`src/rtl/data_memory_arbiter.sv`:
```
// data_memory_arbiter: shares one single-port data RAM between the CPU
// load/store path and an external requester, with EXT starvation relief.
module data_memory_arbiter #(
    parameter int DATA_WIDTH   = 32,
    parameter int ADDR_WIDTH   = 32,
    parameter int READ_LATENCY = 1,
    parameter int MAX_EXT_WAIT = 4
) (
    input  logic                  clk,
    input  logic                  reset,
    input  logic                  cpu_req,
    input  logic                  cpu_we,
    input  logic [ADDR_WIDTH-1:0] cpu_addr,
    input  logic [DATA_WIDTH-1:0] cpu_wdata,
    output logic [DATA_WIDTH-1:0] cpu_rdata,
    output logic                  cpu_ack,
    output logic                  cpu_stall,
    input  logic                  ext_req,
    input  logic                  ext_we,
    input  logic [ADDR_WIDTH-1:0] ext_addr,
    input  logic [DATA_WIDTH-1:0] ext_wdata,
    output logic [DATA_WIDTH-1:0] ext_rdata,
    output logic                  ext_ack,
    output logic [ADDR_WIDTH-1:0] mem_addr,
    output logic [DATA_WIDTH-1:0] mem_wdata,
    output logic                  mem_we,
    output logic                  mem_re,
    input  logic [DATA_WIDTH-1:0] mem_rdata,
    output logic                  owner
);

    localparam logic [1:0] S_IDLE   = 2'd0;
    localparam logic [1:0] S_ACCESS = 2'd1;
    localparam logic [1:0] S_RESP   = 2'd2;

    localparam int LW = (READ_LATENCY > 1) ? $clog2(READ_LATENCY) : 1;
    localparam int SW = $clog2(MAX_EXT_WAIT + 1);
    localparam logic [LW-1:0] LAT_LAST   = LW'(READ_LATENCY - 1);
    localparam logic [SW-1:0] STARVE_MAX = SW'(MAX_EXT_WAIT);
    localparam logic [ADDR_WIDTH-1:0] WORD_MASK = ~ADDR_WIDTH'(3);

    logic [1:0]            state_q, state_d;
    logic                  own_q, own_d;
    logic                  we_q, we_d;
    logic [ADDR_WIDTH-1:0] addr_q, addr_d;
    logic [DATA_WIDTH-1:0] wdata_q, wdata_d;
    logic [LW-1:0]         lat_q, lat_d;
    logic [SW-1:0]         starve_q, starve_d;
    logic [DATA_WIDTH-1:0] cpu_rdata_q, cpu_rdata_d;
    logic [DATA_WIDTH-1:0] ext_rdata_q, ext_rdata_d;
    logic                  grant_ext;
    logic                  in_access;

    assign grant_ext = ext_req & (~cpu_req | (starve_q == STARVE_MAX));

    // Next-state: arbitration in IDLE, strobe timing in ACCESS, ack in RESP.
    always_comb begin
        state_d     = state_q;
        own_d       = own_q;
        we_d        = we_q;
        addr_d      = addr_q;
        wdata_d     = wdata_q;
        lat_d       = lat_q;
        starve_d    = starve_q;
        cpu_rdata_d = cpu_rdata_q;
        ext_rdata_d = ext_rdata_q;
        case (state_q)
            S_IDLE: begin
                if (cpu_req | ext_req) begin
                    state_d = S_ACCESS;
                    own_d   = grant_ext;
                    we_d    = grant_ext ? ext_we : cpu_we;
                    addr_d  = (grant_ext ? ext_addr : cpu_addr) & WORD_MASK;
                    wdata_d = grant_ext ? ext_wdata : cpu_wdata;
                    lat_d   = '0;
                    if (grant_ext)
                        starve_d = '0;
                    else if (ext_req && starve_q != STARVE_MAX)
                        starve_d = starve_q + 1'b1;
                end
            end
            S_ACCESS: begin
                if (we_q) begin
                    state_d = S_RESP;
                end else if (lat_q == LAT_LAST) begin
                    state_d = S_RESP;
                    if (own_q)
                        ext_rdata_d = mem_rdata;
                    else
                        cpu_rdata_d = mem_rdata;
                end else begin
                    lat_d = lat_q + 1'b1;
                end
            end
            S_RESP:  state_d = S_IDLE;
            default: state_d = S_IDLE;
        endcase
    end

    // State registers; reset drops any in-flight access without an ack.
    always_ff @(posedge clk) begin
        if (reset) begin
            state_q     <= S_IDLE;
            own_q       <= 1'b0;
            we_q        <= 1'b0;
            addr_q      <= '0;
            wdata_q     <= '0;
            lat_q       <= '0;
            starve_q    <= '0;
            cpu_rdata_q <= '0;
            ext_rdata_q <= '0;
        end else begin
            state_q     <= state_d;
            own_q       <= own_d;
            we_q        <= we_d;
            addr_q      <= addr_d;
            wdata_q     <= wdata_d;
            lat_q       <= lat_d;
            starve_q    <= starve_d;
            cpu_rdata_q <= cpu_rdata_d;
            ext_rdata_q <= ext_rdata_d;
        end
    end

    assign in_access = (state_q == S_ACCESS);
    assign mem_we    = in_access & we_q;
    assign mem_re    = in_access & ~we_q;
    assign mem_addr  = in_access ? addr_q : '0;
    assign mem_wdata = in_access ? wdata_q : '0;
    assign cpu_ack   = (state_q == S_RESP) & ~own_q;
    assign ext_ack   = (state_q == S_RESP) & own_q;
    assign cpu_stall = cpu_req & ~cpu_ack;
    assign cpu_rdata = cpu_rdata_q;
    assign ext_rdata = ext_rdata_q;
    assign owner     = own_q;

endmodule

```
`config.mk`:
```
export PLATFORM = sky130hd
export DESIGN_NAME = data_memory_arbiter
export DESIGN_NICKNAME = d
export VERILOG_FILES = /design/src/rtl/data_memory_arbiter.sv
export SDC_FILE = /design/constraint.sdc
export NUM_CORES = 1
export LEC_CHECK = 0
export CORE_ASPECT_RATIO = 1.25
export CORE_UTILIZATION = 41
export DETAILED_ROUTE_END_ITERATION = 6
export PLACE_DENSITY = 0.88
export SYNTH_ARGS = -nofsm -noshare
export SYNTH_HDL_FRONTEND = slang
export SYNTH_SLANG_ARGS = --single-unit
```
`constraint.sdc`:
```
create_clock -name clk -period 2.3 [get_ports clk]
set_clock_uncertainty 0.15 [all_clocks]
set_input_delay 0.46 -clock clk [delete_from_list [all_inputs] [get_ports clk]]
set_output_delay 0.46 -clock clk [all_outputs]
set_load 0.005 [all_outputs]
```
==> results.json, run 1 <==
{
  "outcome": "completed",
  "p_int_uw": 5000,
  "initial_core_util": 0.419,
  "numCtsBuffers": 17,
  "fin_crit_sh": 0.981,
  "p_sw_frac": 0.261,
  "synth_area_leaders": "dfxtp_1 (44%), a21oi_1 (11%), a311oi_1 (9.1%), nand2_1 (8.1%), and2_1 (6.6%)",
  "ctsRootBufferMaster": "clkbuf_16",
  "grt_max_degree": 66,
  "most-common-layout-cells": "clkdlybuf4s50_1 (224), nand2_1 (131), dfxtp_1 (131), a21oi_1 (130), o21ai_0 (64)",
  "h-tree-depth": 4,
  "dp_slack_ns": -0.0652,
  "slew_headroom": 0.645,
  "dp.cells": 1177,
  "clkPwrFrac": 0.436,
  "yosysUniqueCellTypes": 33,
  "layoutNonFillerInstCount": 1217,
  "dpl.hpwl_microns": 13600,
  "grt_overflow": 0,
  "wirelength_microns": 20900,
  "reg2reg_from": "state_q[0]$_SDFFE_PP0P_",
  "period_needed_ns": 2.26,
  "cp-start-kind": "flop",
  "max_freq_mhz": 443,
  "synthesis.area_sq_um": 6040,
  "dieArea_sq_um": 15200,
  "hold-path-cell-count": 2,
  "io_buffers": 293,
  "power_uw": 6760,
  "final-hold-violation-count": 0,
  "hp-start": "ext_rdata[14]$_SDFFE_PP0P_",
  "powerDensity_nw_per_um2": 690,
  "critPathBufInv": 3,
  "worst_pin_slew_ns": 0.533,
  "path_max_fanout": 19,
  "worstSetupEndpointType": "output port",
  "vias": 6771,
  "fp.dieH_microns": 138,
  "rsz0062_at_grt": "true",
  "utilization": 0.681,
  "ir_worst_vdd_mv": 0.464,
  "grt_pass1_vias": 6328,
  "final_area_sq_um": 9800,
  "pin_count": 300,
  "nNetsFinal": 1194,
  "cts_tree": "yes",
  "clk_latency_ns": 0.40,
  "critical_path.cell_chain": "and2b_4 > buf_4 > clkbuf_16 > and2_1 > dlygate4sd2_1",
  "dpl_cell_area_sq_um": 9150,
  "cp.required_ns": 1.69,
  "leakage_uw": 0.00377,
  "core-area_sq_um": 14400,
  "synth_seq_cells": 133,
  "drt-wirelength-per-cell_microns": 17.1,
  "netlist_instances": 765,
  "final_max_slew_viol_count": 0,
  "cp_top_family": "buffers and inverters",
  "setup_slack_ns": 0.0426,
  "cp_slowest_cell": "dfxtp_2",
  "vias_per_cell": 5.56,
  "drv_cap": 0,
  "drt_iter0_markers": 571,
  "drc": 0,
  "rows": 49,
  "seqPwrFrac": 0.380,
  "worstSetupStartpoint": "state_q[1]$_SDFFE_PP0P_",
  "power_switching_uw": 1760,
  "holdCritPathClass": "reg -> reg",
  "grt_pass1_wl_microns": 31800,
  "power_frac_comb": 0.183,
  "clock-sinks": 133,
  "drtAntennaViolNets": 0,
  "drtPass1Iterations": 5,
  "synth.largest_area_cell": "dfxtp_1",
  "worst-path-stages": 5,
  "mostFrequentLayoutCell": "clkdlybuf4s50_1",
  "synth_warnings": 0,
  "cpPeakStageDelay_ns": 0.33,
  "critPathArrivalTime_ns": 1.65,
  "fp.dieW_microns": 111,
  "drive_gt1_frac": 0.104,
  "num_antenna_cells": 0,
  "cts.clk_slew.worst_paths_ns": 0.06,
  "criticalPathCategory": "reg -> out",
  "synth-seq-area-share": 0.441,
  "clock_path_buffers": 2,
  "yosysTopAreaCellShare": 0.441,
  "routabilityCongestion": 0.812,
  "area_growth_pct": 62.4,
  "antenna_found_initial": 0,
  "finalSetupViolCount": 0,
  "ff2ff_path_depth": 5,
  "syn_avg_cell_area_sq_um": 7.89,
  "grtUsageTotal": 0.260
}
[cell families (layout without fill, tap and decap cells)]
family                     Yosys count  in the layout  synth area share
AOI/OAI and AO/OA                  261            261             0.258
DFF                                133            133             0.441
buffers and inverters               90            363            0.0700
other                                1              2          0.000621
adders and majority gates            2              2           0.00414
and+or+nand+nor                    278            278             0.226
[worst min-delay path, stage by stage (launching register included)]
cell     delay, ns
dfxtp_1       0.31
nand2_1       0.05
a21oi_1       0.05
[layer usage]
layer	up-vias	wire length [microns]	track usage	share of wire
li1	3227	-	-	-
met1	3168	8080	0.295	0.39
met2	320	10500	0.453	0.50
met3	56	1480	0.0651	0.071
met4	0	810	0.133	0.039
met5	-	0	0	0
[power groups by stage]
| stage | combinational (uW) | sequential (uW) | clock (uW) |
|---|---|---|---|
| final | 1240 | 2570 | 2950 |
| after global routing | 1340 | 2590 | 3110 |
| after CTS | 1200 | 2570 | 3010 |
| after detailed placement | 1230 | 2620 | 0 |
| after global placement | 1210 | 2610 | 0 |
| after floorplan | 568 | 2600 | 0 |
[final timing paths]
| kind | to | slack (ns) |
|---|---|---|
| max reg2reg | cpu_rdata[24]$_SDFFE_PP0P_ | 0.46 |
| min reg2reg | ext_rdata[14]$_SDFFE_PP0P_ | 0.30 |
| min | ext_rdata[14]$_SDFFE_PP0P_ | 0.30 |
| max | mem_wdata[29] | 0.04 |
[sequential cells by signal (all words and copies together) (netlist names)]
| signal | flops |
|---|---|
| addr_q | 30 |
| we_q | 1 |
| owner | 1 |
| state_q | 2 |
| ext_rdata | 32 |
| wdata_q | 32 |
| starve_q | 3 |
| cpu_rdata | 32 |
[cell usage after synthesis, drive strengths merged]
library cell,n
a21bo,1
a21boi,2
a21oi,130
a311oi,63
and2,64
and2b,1
and3b,1
and4bb,1
buf,51
clkbuf,36
conb,1
dfxtp,133
ha,2
inv,3
nand2,131
nand2b,1
nand3,63
nand4,1
nand4bb,1
nor2,4
nor2b,2
nor3b,2
nor4b,1
o21ai,64
o21ba,1
or2,1
or3,2
or3b,1
or4b,1
[cell type report]
type	instances	area, sq um
Sequential cell	133	2670
Multi-Input combinational cell	543	2990
Inverter	3	11.3
Tap cell	178	223
Timing Repair Buffer	328	3270
Fill cell	1180	4600
Clock buffer	17	425
Clock inverter	15	218
[timing repair]
action / in CTS / in global routing
cloned: 0 / 2
hold buffers: 0 / 0
buffers inserted: 0 / 6
pin swaps: 0 / 0
gates resized for setup: 59 / 92
setup endpoints to repair: 66 / 16
[through the flow]
step	TNS, ns	hold WS [ns]
2_1_floorplan	0	0.299
3_3_place_gp	-0.00316	0.291
3_5_place_dp	-0.376	0.296
4_1_cts	-1.64	0.304
5_1_grt	-0.0601	0.316
6_report	0	0.303
No activity file was read; power rests on OpenSTA's default activity.
==> run 2, diff against run 1 <==
--- a/config.mk
+++ b/config.mk
@@ -7,6 +7,9 @@
 export LEC_CHECK = 0
+export CELL_PAD_IN_SITES_DETAIL_PLACEMENT = 1
+export CELL_PAD_IN_SITES_GLOBAL_PLACEMENT = 1
 export CORE_ASPECT_RATIO = 1.25
-export CORE_UTILIZATION = 41
+export CORE_UTILIZATION = 28
 export DETAILED_ROUTE_END_ITERATION = 6
-export PLACE_DENSITY = 0.88
+export PLACE_DENSITY = 0.86
+export SLEW_MARGIN = 20
 export SYNTH_ARGS = -nofsm -noshare
--- a/constraint.sdc
+++ b/constraint.sdc
@@ -4,2 +4,2 @@
 set_output_delay 0.46 -clock clk [all_outputs]
-set_load 0.005 [all_outputs]
+set_load 0.1 [all_outputs]
==> run 2 against run 1 <==
Against the previous run:
- sequential cell count unchanged
- via count unchanged
- fmax grew 1.3%
- cell area grew 7.3%
- non-clock buffer count shrank 6
- critical endpoint is now mem_wdata[9]
- sequential share of layout area down 1.9 points
- combinational power rose by 73%
- core utilization down 18 points
- highest routed layer unchanged
- die area grew 46%
==> results.json, run 2 (synthesis gave the netlist of run 1 again) <==
{
  "drtAntennaViolNets": 0,
  "slew_headroom": 0.582,
  "powerDensity_nw_per_um2": 723,
  "grtUsageTotal": 0.214,
  "hold-path-cell-count": 3,
  "dpl.hpwl_microns": 16400,
  "grt_pass1_vias": 6953,
  "numCtsBuffers": 17,
  "worst_pin_slew_ns": 0.627,
  "holdWs_ns": 0.276,
  "fp.dieW_microns": 133,
  "cp-start-kind": "flop",
  "fillers": 2435,
  "outcome": "completed",
  "core-area_sq_um": 21000,
  "area_growth_pct": 74.2,
  "cts.clk_slew.worst_paths_ns": 0.06,
  "power_uw": 7610,
  "final-hold-violation-count": 0,
  "rrSetupSlack_ns": 0.41,
  "drive_gt1_frac": 0.260,
  "utilization": 0.502,
  "grt_pass1_wl_microns": 37100,
  "clk_latency_ns": 0.42,
  "drc": 0,
  "p_int_uw": 5020,
  "period_needed_ns": 2.23,
  "power_switching_uw": 2590,
  "setup_slack_ns": 0.0724,
  "drv_cap": 0,
  "antenna_found_initial": 0,
  "dieArea_sq_um": 22200,
  "clkPwrFrac": 0.380,
  "holdCritPathClass": "in -> reg",
  "clock_path_buffers": 2,
  "fin_crit_sh": 0.969,
  "ff2ff_path_depth": 6,
  "vias": 6771,
  "critPathArrivalTime_ns": 1.62,
  "ctsRootBufferMaster": "clkbuf_16",
  "layoutNonFillerInstCount": 1308,
  "most-common-layout-cells": "clkdlybuf4s50_1 (159), dfxtp_1 (132), nand2_1 (131), a21oi_1 (130), buf_4 (83)",
  "pin_count": 300,
  "drtPass1Iterations": 6,
  "finalSetupViolCount": 0,
  "wirelength_microns": 24300,
  "dp.cells": 1274,
  "mostFrequentLayoutCell": "clkdlybuf4s50_1",
  "fp.dieH_microns": 166,
  "leakage_uw": 0.00394,
  "drt_iter0_markers": 233,
  "seqPwrFrac": 0.338,
  "rows": 59,
  "p_sw_frac": 0.340,
  "max_freq_mhz": 449,
  "cts_hold_buf": 0,
  "ir_worst_vdd_mv": 0.500,
  "dp_slack_ns": -0.0223,
  "path_max_fanout": 31,
  "cts_tree": "yes",
  "grt_overflow": 0,
  "criticalPathCategory": "reg -> out",
  "rsz0062_at_grt": "false",
  "grt_max_degree": 64,
  "wl_met3_microns": 1590,
  "worstSetupEndpointType": "output port",
  "io_buffers": 293,
  "vias_per_cell": 5.18,
  "drt-met1-wl_microns": 9320,
  "nNetsFinal": 1188,
  "cp.required_ns": 1.69,
  "initial_core_util": 0.288,
  "wl_met2_microns": 12400,
  "highest_layer": "met4",
  "h-tree-depth": 4,
  "clock-sinks": 133,
  "drt-wirelength-per-cell_microns": 18.6,
  "power_frac_comb": 0.282,
  "routabilityCongestion": 0.775,
  "final_max_slew_viol_count": 0
}
-- run 2: through the flow --
| stage | cell area (sq um) | setup TNS (ns) |
|---|---|---|
| detailed placement | 9870 | -0.0223 |
| global route | 10500 | 0 |
| global placement | 9870 | 0 |
| floorplan | 6140 | -0.128 |
| CTS | 10500 | 0 |
| finish | 10500 | 0 |
-- run 2: path summary, 6_finish.rpt --
check	from	to
worst max-delay path	state_q[1]$_SDFFE_PP0P_	mem_wdata[9]
worst min-delay path	ext_req	starve_q[1]$_SDFFE_PP0P_
worst min register to register	cpu_rdata[24]$_SDFFE_PP0P_	cpu_rdata[24]$_SDFFE_PP0P_
worst max register to register	starve_q[0]$_SDFFE_PP0P_	wdata_q[13]$_SDFFE_PP0P_
-- run 2: final cells by class --
type,instances,area [sq um],share of cell area
inverter,3,11.3,0.00107
tap,274,343,0.0326
timing repair buffer,322,3810,0.362
multi-input combinational,543,3070,0.292
sequential,133,2660,0.253
clock inverter,15,195,0.0186
antenna,1,2.50,0.000238
clock buffer,17,425,0.0404
-- run 2: routing by layer --
layer	global-route usage	vias to the layer above
met1	0.231	3242
met3	0.0565	54
met5	0	-
met4	0.112	0
li1	-	3215
met2	0.377	260
-- run 2: critical path: stages, from the launching register on --
cell and delay [ns]:
dfxtp_1 0.32, and2b_2 0.26, clkbuf_16 0.21, and2_2 0.24, buf_12 0.17
-- run 2: power groups by stage --
| stage | sequential (uW) | combinational (uW) | clock (uW) |
|---|---|---|---|
| floorplan | 2910 | 996 | 0 |
| global placement | 2610 | 2110 | 0 |
| detailed placement | 2620 | 2140 | 0 |
| CTS | 2570 | 2150 | 2970 |
| global route | 2590 | 2250 | 3040 |
| finish | 2570 | 2140 | 2890 |
-- run 2: timing repair --
item                                    in CTS  in global routing
endpoints found under the setup margin       0                  7
gates resized for setup                      0                  0
buffers inserted                             0                  0
